<file path="src/rtl/seg7_scan.sv">
// Time-multiplexed common-anode 7-segment driver; one digit advances per scan tick.
// Optional leading-zero blanking is built when SEG7_LEADING_ZERO_BLANK_EN is defined.
module seg7_scan #(
    parameter int DIGITS = 4,
    parameter int IDX_W  = 3
) (
    input  logic                  clk,
    input  logic                  rst,
    input  logic                  tick,
    input  logic [4*DIGITS-1:0]   value,
    input  logic [DIGITS-1:0]     dp_in,
    output logic [DIGITS-1:0]     an,
    output logic [6:0]            seg,
    output logic                  dp,
    output logic                  frame_done
);

    localparam logic [IDX_W-1:0] LAST_IDX = IDX_W'(DIGITS - 1);

    logic [IDX_W-1:0]    idx_q, idx_d, idx_next;
    logic [4*DIGITS-1:0] snap_val_q, snap_val_d;
    logic [DIGITS-1:0]   snap_dp_q, snap_dp_d;
    logic                started_q, started_d;
    logic [DIGITS-1:0]   an_q, an_d;
    logic [6:0]          seg_q, seg_d;
    logic                dp_q, dp_d;
    logic                frame_done_q, frame_done_d;

    logic [4*DIGITS-1:0] src_val;
    logic [DIGITS-1:0]   src_dp;
    logic [3:0]          nib;
    logic                dp_sel;
    logic                blank;
`ifdef SEG7_LEADING_ZERO_BLANK_EN
    logic                hi_zero;
`endif

    function automatic logic [6:0] decode(input logic [3:0] n);
        case (n)
            4'h0: decode = 7'h40;
            4'h1: decode = 7'h79;
            4'h2: decode = 7'h24;
            4'h3: decode = 7'h30;
            4'h4: decode = 7'h19;
            4'h5: decode = 7'h12;
            4'h6: decode = 7'h02;
            4'h7: decode = 7'h78;
            4'h8: decode = 7'h00;
            4'h9: decode = 7'h10;
            4'hA: decode = 7'h08;
            4'hB: decode = 7'h03;
            4'hC: decode = 7'h46;
            4'hD: decode = 7'h21;
            4'hE: decode = 7'h06;
            default: decode = 7'h0E;
        endcase
    endfunction

    always_comb begin
        idx_next = (idx_q == LAST_IDX) ? '0 : idx_q + 1'b1;
        // Digit 0 opens a new frame, so it reads the live inputs being captured this edge.
        src_val  = (idx_next == '0) ? value : snap_val_q;
        src_dp   = (idx_next == '0) ? dp_in : snap_dp_q;

        nib    = 4'h0;
        dp_sel = 1'b0;
        for (int i = 0; i < DIGITS; i++) begin
            if (IDX_W'(i) == idx_next) begin
                nib    = src_val[4*i +: 4];
                dp_sel = src_dp[i];
            end
        end

`ifdef SEG7_LEADING_ZERO_BLANK_EN
        hi_zero = 1'b1;
        for (int i = 0; i < DIGITS; i++) begin
            if (IDX_W'(i) >= idx_next && src_val[4*i +: 4] != 4'h0)
                hi_zero = 1'b0;
        end
        blank = (idx_next != '0) && hi_zero;
`else
        blank = 1'b0;
`endif

        idx_d        = idx_q;
        snap_val_d   = snap_val_q;
        snap_dp_d    = snap_dp_q;
        started_d    = started_q;
        an_d         = an_q;
        seg_d        = seg_q;
        dp_d         = dp_q;
        frame_done_d = 1'b0;

        if (tick) begin
            idx_d     = idx_next;
            started_d = 1'b1;
            if (idx_next == '0) begin
                snap_val_d = value;
                snap_dp_d  = dp_in;
            end
            an_d         = blank ? '1 : ~(DIGITS'(1) << idx_next);
            seg_d        = blank ? 7'h7F : decode(nib);
            dp_d         = blank | ~dp_sel;
            frame_done_d = (idx_next == LAST_IDX) && started_d;
        end
    end

    always_ff @(posedge clk or posedge rst) begin
        if (rst) begin
            idx_q        <= LAST_IDX;
            snap_val_q   <= '0;
            snap_dp_q    <= '0;
            started_q    <= 1'b0;
            an_q         <= '1;
            seg_q        <= 7'h7F;
            dp_q         <= 1'b1;
            frame_done_q <= 1'b0;
        end else begin
            idx_q        <= idx_d;
            snap_val_q   <= snap_val_d;
            snap_dp_q    <= snap_dp_d;
            started_q    <= started_d;
            an_q         <= an_d;
            seg_q        <= seg_d;
            dp_q         <= dp_d;
            frame_done_q <= frame_done_d;
        end
    end

    assign an         = an_q;
    assign seg        = seg_q;
    assign dp         = dp_q;
    assign frame_done = frame_done_q;

endmodule

</file>
<file path="config.mk">
export PLATFORM = sky130hd
export DESIGN_NAME = seg7_scan
export DESIGN_NICKNAME = d
export VERILOG_FILES = /design/src/rtl/seg7_scan.sv
export SDC_FILE = /design/constraint.sdc
export NUM_CORES = 1
export LEC_CHECK = 0
export ABC_AREA = 1
export CORE_MARGIN = 4
export CORE_UTILIZATION = 50
export CTS_CLUSTER_SIZE = 20
export DETAILED_ROUTE_END_ITERATION = 10
export PLACE_DENSITY_LB_ADDON = 0.12
export SETUP_SLACK_MARGIN = 0.05
export SLEW_MARGIN = 15
export SYNTH_ARGS = -nofsm -noshare
export SYNTH_HDL_FRONTEND = slang
export SYNTH_SLANG_ARGS = --single-unit
</file>
<file path="constraint.sdc">
create_clock -name clk -period 2.9 [get_ports clk]
set_input_delay 0.58 -clock clk [delete_from_list [all_inputs] [get_ports clk]]
set_output_delay 0.58 -clock clk [all_outputs]
set_load 0.02 [all_outputs]
</file>
## Word level (Yosys, flattened, before mapping)

Memory sizes are Yosys's and may differ from the RTL's. A register that Yosys moved wholly into a read port is not among the register bits.
Cells that the tools add are included.

| storage, ports and cells | value |
|---|---|
| input bits | 23 |
| memory bits (read-only) | 112 |
| output and inout bits | 13 |
| logic and storage cells | 29 |
| bits in registers | 29 |
| memories | 1 |

| cells by class | value |
|---|---|
| shifts and indexed selects | 1 |
| equality and inequality tests | 5 |
| bitwise gates (word level) | 2 |
| reductions and logical operators | 1 |
| mux-type cells | 12 |
| add/subtract/negate cells | 1 |

Memories:

| name | depth | bits a word | rd ports | clocked after Yosys merged registers in | wr ports | RTL line | RTL |
|---|---|---|---|---|---|---|---|
| (no name shown) | 16 | 7 | 1 | 1 | 0 | 39 | `case (n)` |

Operators with widths:

| cell | number |
|---|---|
| 4-bit two-way mux | 5 |
| 16-bit two-way mux | 1 |
| 2-bit by 3-bit == test with 1-bit output (first input constant) | 2 |
| 3-bit by 2-bit == test with 1-bit output (second input constant) | 2 |
| 1-bit two-way mux | 5 |
| 4-bit NOT | 1 |
| 1-bit by 3-bit left shift with 4-bit output (first input constant) | 1 |
| 3-bit by 1-bit adder with 3-bit output (second input constant) | 1 |
| 1-bit by 3-bit == test with 1-bit output (first input constant) | 1 |
| 3-bit logical NOT | 1 |
| 3-bit two-way mux | 1 |
| 1-bit NOT | 1 |

## Longest topological paths before layout

| depth | value |
|---|---|
| depth in word-level cells | 9 |
| gate-level depth with buffers | 17 |

## Least setup slack after synthesis

No wires, ideal clock.

| timing | value |
|---|---|
| kind | register to register |
| from | register idx_q[0] |
| to | register seg_q[3] (netlist: seg[3]) |
| stages on the path, launching flop included | 16 |
| arrival | 2128 ps |
| required time | 2839 ps |
| buffers on the path | 0 |
| path slack | 711 ps |
| path through | dfstp_2 ha_1 o21ai_2 nand2_2 nand2_1 nand2_1 nand3_1 inv_1 ha_1 inv_1 nand2_1 nand2_1 nand2_1 nand2_1 nand2_1 nand2_1 |

| on the way | value |
|---|---|
| longest elaborated chain between the ends | 8 |
| elaborated cells on any way between the ends | 12 |
| classes of those cells | add/sub (1); eq/ne (4); mux (6); reduce/logical (1) |

RTL lines:

| element | RTL line | RTL |
|---|---|---|
| start, declared | 20 | `logic [IDX_W-1:0] idx_q, idx_d, idx_next;` |
| start signal, assigned | 119 | `idx_q <= idx_d;` |
| 3-bit by 1-bit adder with 3-bit output or 3-bit by 2-bit == test with 1-bit output (tied branches) | 60 | `idx_next = (idx_q == LAST_IDX) ? '0 : idx_q + 1'b1;` |
| 3-bit two-way mux * | 60 |  |
| 3-bit logical NOT | 62, 68 |  |
| 16-bit two-way mux | - |  |
| 4-bit two-way mux (3 in a row) | 68 | `if (IDX_W'(i) == idx_next) begin` |
| 4-bit two-way mux * | 68 |  |
| end, declared | 25 | `logic [6:0] seg_q, seg_d;` |

Every way passes the cells marked *; elsewhere a longest branch is shown, timed or not.
A chain may end at the register's enable or synchronous reset.

## Final worst setup path

| timing | value |
|---|---|
| from | register idx_q[0] |
| to | register seg_q[0] (netlist: seg[0]) |

Same word-level chain as after synthesis.

==> results summary <==
The run finished with clean final reports. The worst reg2reg path depth came out at 15. Broken down by cell family, the worst path's largest delay share belongs to simple AND/OR/NAND/NOR gates.

The count of nets left with antenna violations once routing finished came out at 0. The setup slack after layout is 0.459 ns. Setup repair after global routing left no endpoint under its margin. CTS saw 31 sinks. 0 antenna diodes ended up in the layout. The peak supply drop is 0.708 mV. The largest individual stage delay along the critical path comes from the cell dfstp_2. In the final layout, the share of cells above drive strength 1 is between 15 and 20%.

The worst hold path passes through 2 cells. The synthesized netlist devotes 9.12% of its cell area to compound gates. In the routed layout, each cell is associated on average with a via count of 4.82. The clock tree skew after final layout is between 0.006 and 0.007 ns. The congestion estimate from routability-driven global placement came to 0.861. The estimated wirelength of the detail-placed design is 2.79 mm. The library cell used most frequently in the layout, excluding fill and tap cells, is nand2_1. The netlist area before placement is 1740 µm². After synthesis, the largest family of logic cells by area is simple AND/OR/NAND/NOR gates. The simple-gate portion of the synthesized area is 33.3%. During synthesis, Yosys emitted a total of 0 warnings.

The count of buffering cells on the critical path with inverters included came out at 1. The number of nets in the layout came out at just over 300. The overall overflow remaining after global route is 0. The signal on the critical path passes through ha_1 > o21ai_2 > nand2_2 > nand2_1 > nand2_1 > nand2_1 > nand3_1 > inv_1 > ha_1 > nand3_1 > nand2_1 > nand2_1 > nand2_1 > nand2_1 > nand2_1.

Global routing consumed, over all layers together, 18.7% of the routing resources. The critical path start-end classification is flip-flop to flip-flop. The synthesized net count came out at 262. Summing all placed instances gives a cell area of 2150 µm². The H-tree was split into 2 levels.

The maximum buffer depth of the clock tree came out at 2. The number of global-route vias before repair is 1414. The final-report max-slew violation count came out at 0.

The initial core utilization is between 50% and 60%. The total of endpoints with negative setup slack in the final report came out at 0. The die covers 4490 µm². The transition time at the pin with the least slew margin is ~0.42 ns. The average size of a mapped cell came out at 7.51 µm². The area share of fa/ha/maj cells after synthesis came out at 5.03%. TritonCTS built the clock tree. The routed wirelength normalized by instance count came out at around 11 µm. The core footprint is 3360 µm². Of the available clock period, the critical path in the final layout requires between 80% and 90%. The data required time of the critical path came out at 3.18 ns. For this run, the register share of the synthesized area comes to between 40 and 50%. Power spread over the standard cell area amounts to 1290 nW/µm². The clock buffer count from CTS came out at 5. The synthesized flop and latch total came out at 31. The die is 67.0 µm tall.

The routed layout has 1538 vias. The multiplexer share of the synthesized area is 0%. Measured against its own limit, the worst slew margin works out to 72.2%.

CTS placed an instance of clkbuf_4 at the clock tree root. At the later pin of the worst-skew pair, clock insertion delay measures 0.33 ns. The first detailed-routing pass took 4 iterations. The area growth from synthesis to layout is 26.6%. The count of different cell masters after synthesis came out at 24. The maximum number of pins on one net before global-route repair is 32. The top cell types in the final layout, fill and taps aside, are nand2_1, clkdlybuf4s50_1, inv_1. The post-route minimum period came out at 2.44 ns.

The final count of hold timing violations is 0. The row count is 21. The accumulated negative setup slack came out at 0 ns. The sort of element at the end of the critical path is a flip-flop. The leakage power of the design is between 1 and 1.5 nW. After clock tree synthesis, the clock-pin slew on the worst setup and hold paths is 0.10 ns. The largest fanout of any net on the critical path came out at 6. The largest single stage delay on the critical path is 0.56 ns.

The wire length after detailed routing is 3.64 mm. The finished cells cover 2200 µm². The data arrival time of the worst path is 2.72 ns. Hold repair after CTS inserted 0 buffers.

The count of buffers added by post-CTS timing repair for setup is 0. The number of input and output port buffers inserted came out at 35. The worst setup timing slack at the placement stage came out at 0.498 ns. The number of top-level pins came out at 36. The first global-routing pass estimated 6.20 mm of wire.

The initial antenna violation count is 0. The min-delay analysis places its worst path in the category flip-flop to flip-flop. The xor-xnor portion of the synthesized cell area came out at 0%. The final cell utilization of the core is 65.6%. The x dimension of the die came out at 67.0 µm. The path length in cells of the critical path is 15. The detailed router finished its first iteration with slightly above 90 violations. The count of cells resized by post-cts repair is 0. The count of max-cap constraint violations is 0. The most frequent cell on the critical path is nand2_1. The post-synthesis instance total came out at 232. For this run, design rule violations remaining after detail routing come to 0.

The achievable frequency came out at about 0.41 GHz. STA classifies the critical path startpoint as a flip-flop.
-- routing by layer --
layer | wire (µm) | vias to the layer above | GRT usage, %
met5 | 0 | - | 0
met4 | 61 | 0 | 8.86
met3 | 241 | 7 | 4.72
met2 | 1710 | 48 | 29.6
met1 | 1630 | 679 | 23.6
li1 | - | 804 | -
-- cells by family (layout without fill, tap and decap cells) --
logic type / count (synthesis) / count (layout)
simple gates: 133 / 133
flops: 31 / 31
buf+inv: 32 / 73
compound gates: 29 / 29
fa+ha+maj: 7 / 7
-- Yosys cell counts, drive strengths merged --
library cell / n / area [µm²]
buf: 2 / 10.0
clkinv: 1 / 3.75
dfstp: 14 / 368
nand2: 93 / 377
dfrtp: 17 / 425
nor2: 23 / 106
clkbuf: 4 / 15.0
a31oi: 1 / 6.26
o211ai: 2 / 15.0
a21oi: 6 / 30.0
ha: 7 / 87.6
inv: 25 / 93.8
o21ai: 19 / 98.9
nand3b: 3 / 26.3
o2111ai: 1 / 8.76
nand3: 14 / 70.1
-- stage by stage --
stage / cells / total power, W / hold slack, ns
after global placement: 311 / 0.00258 / 0.455
final: 319 / 0.00285 / 0.470
after global routing: 319 / 0.00317 / 0.488
after CTS: 319 / 0.00286 / 0.471
after detailed placement: 311 / 0.00261 / 0.457
after floorplan: 232 / 0.00214 / 0.442
-- area by class of cell --
cell class | count | area [µm²]
repair buffers | 39 | 380
clock inverters | 1 | 5.00
fillers | 322 | 1160
inverters | 26 | 97.6
flip-flops and latches | 31 | 793
clock buffers | 7 | 45.0
well taps | 46 | 57.6
multi-input cells | 169 | 826
-- tightest hold or removal path: cells and delay by family (launching register included) --
kind | cells | cell delay [ns]
simple gates | 2 | 0.10
flops | 1 | 0.38
-- sequential cells by signal, indices dropped and copies added, names as in the netlist --
signal      flops
idx_q           3
snap_val_q     12
seg             7
an              4
frame_done      1
snap_dp_q       3
dp              1
-- worst paths after layout --
kind | from | end | slack [ns]
setup / recovery | idx_q[0] | seg[0] | 0.46
hold / removal | seg[3] | seg[3] | 0.47
setup reg to reg | idx_q[0] | seg[0] | 0.46
hold reg to reg | seg[3] | seg[3] | 0.47
max in group asynchronous | rst | an[3] | 1.96
min in group asynchronous | rst | idx_q[2] | 0.62
-- power breakdown --
| group | switching, W | total [W] | leakage [nW] | internal [W] |
|---|---|---|---|---|
| Sequential | 0.0000918 | 0.000789 | 0.360 | 0.000697 |
| Clock | 0.000145 | 0.000239 | 0.0293 | 0.0000943 |
| Combinational | 0.00115 | 0.00182 | 0.698 | 0.000672 |
(Power assumes the default switching activity.)
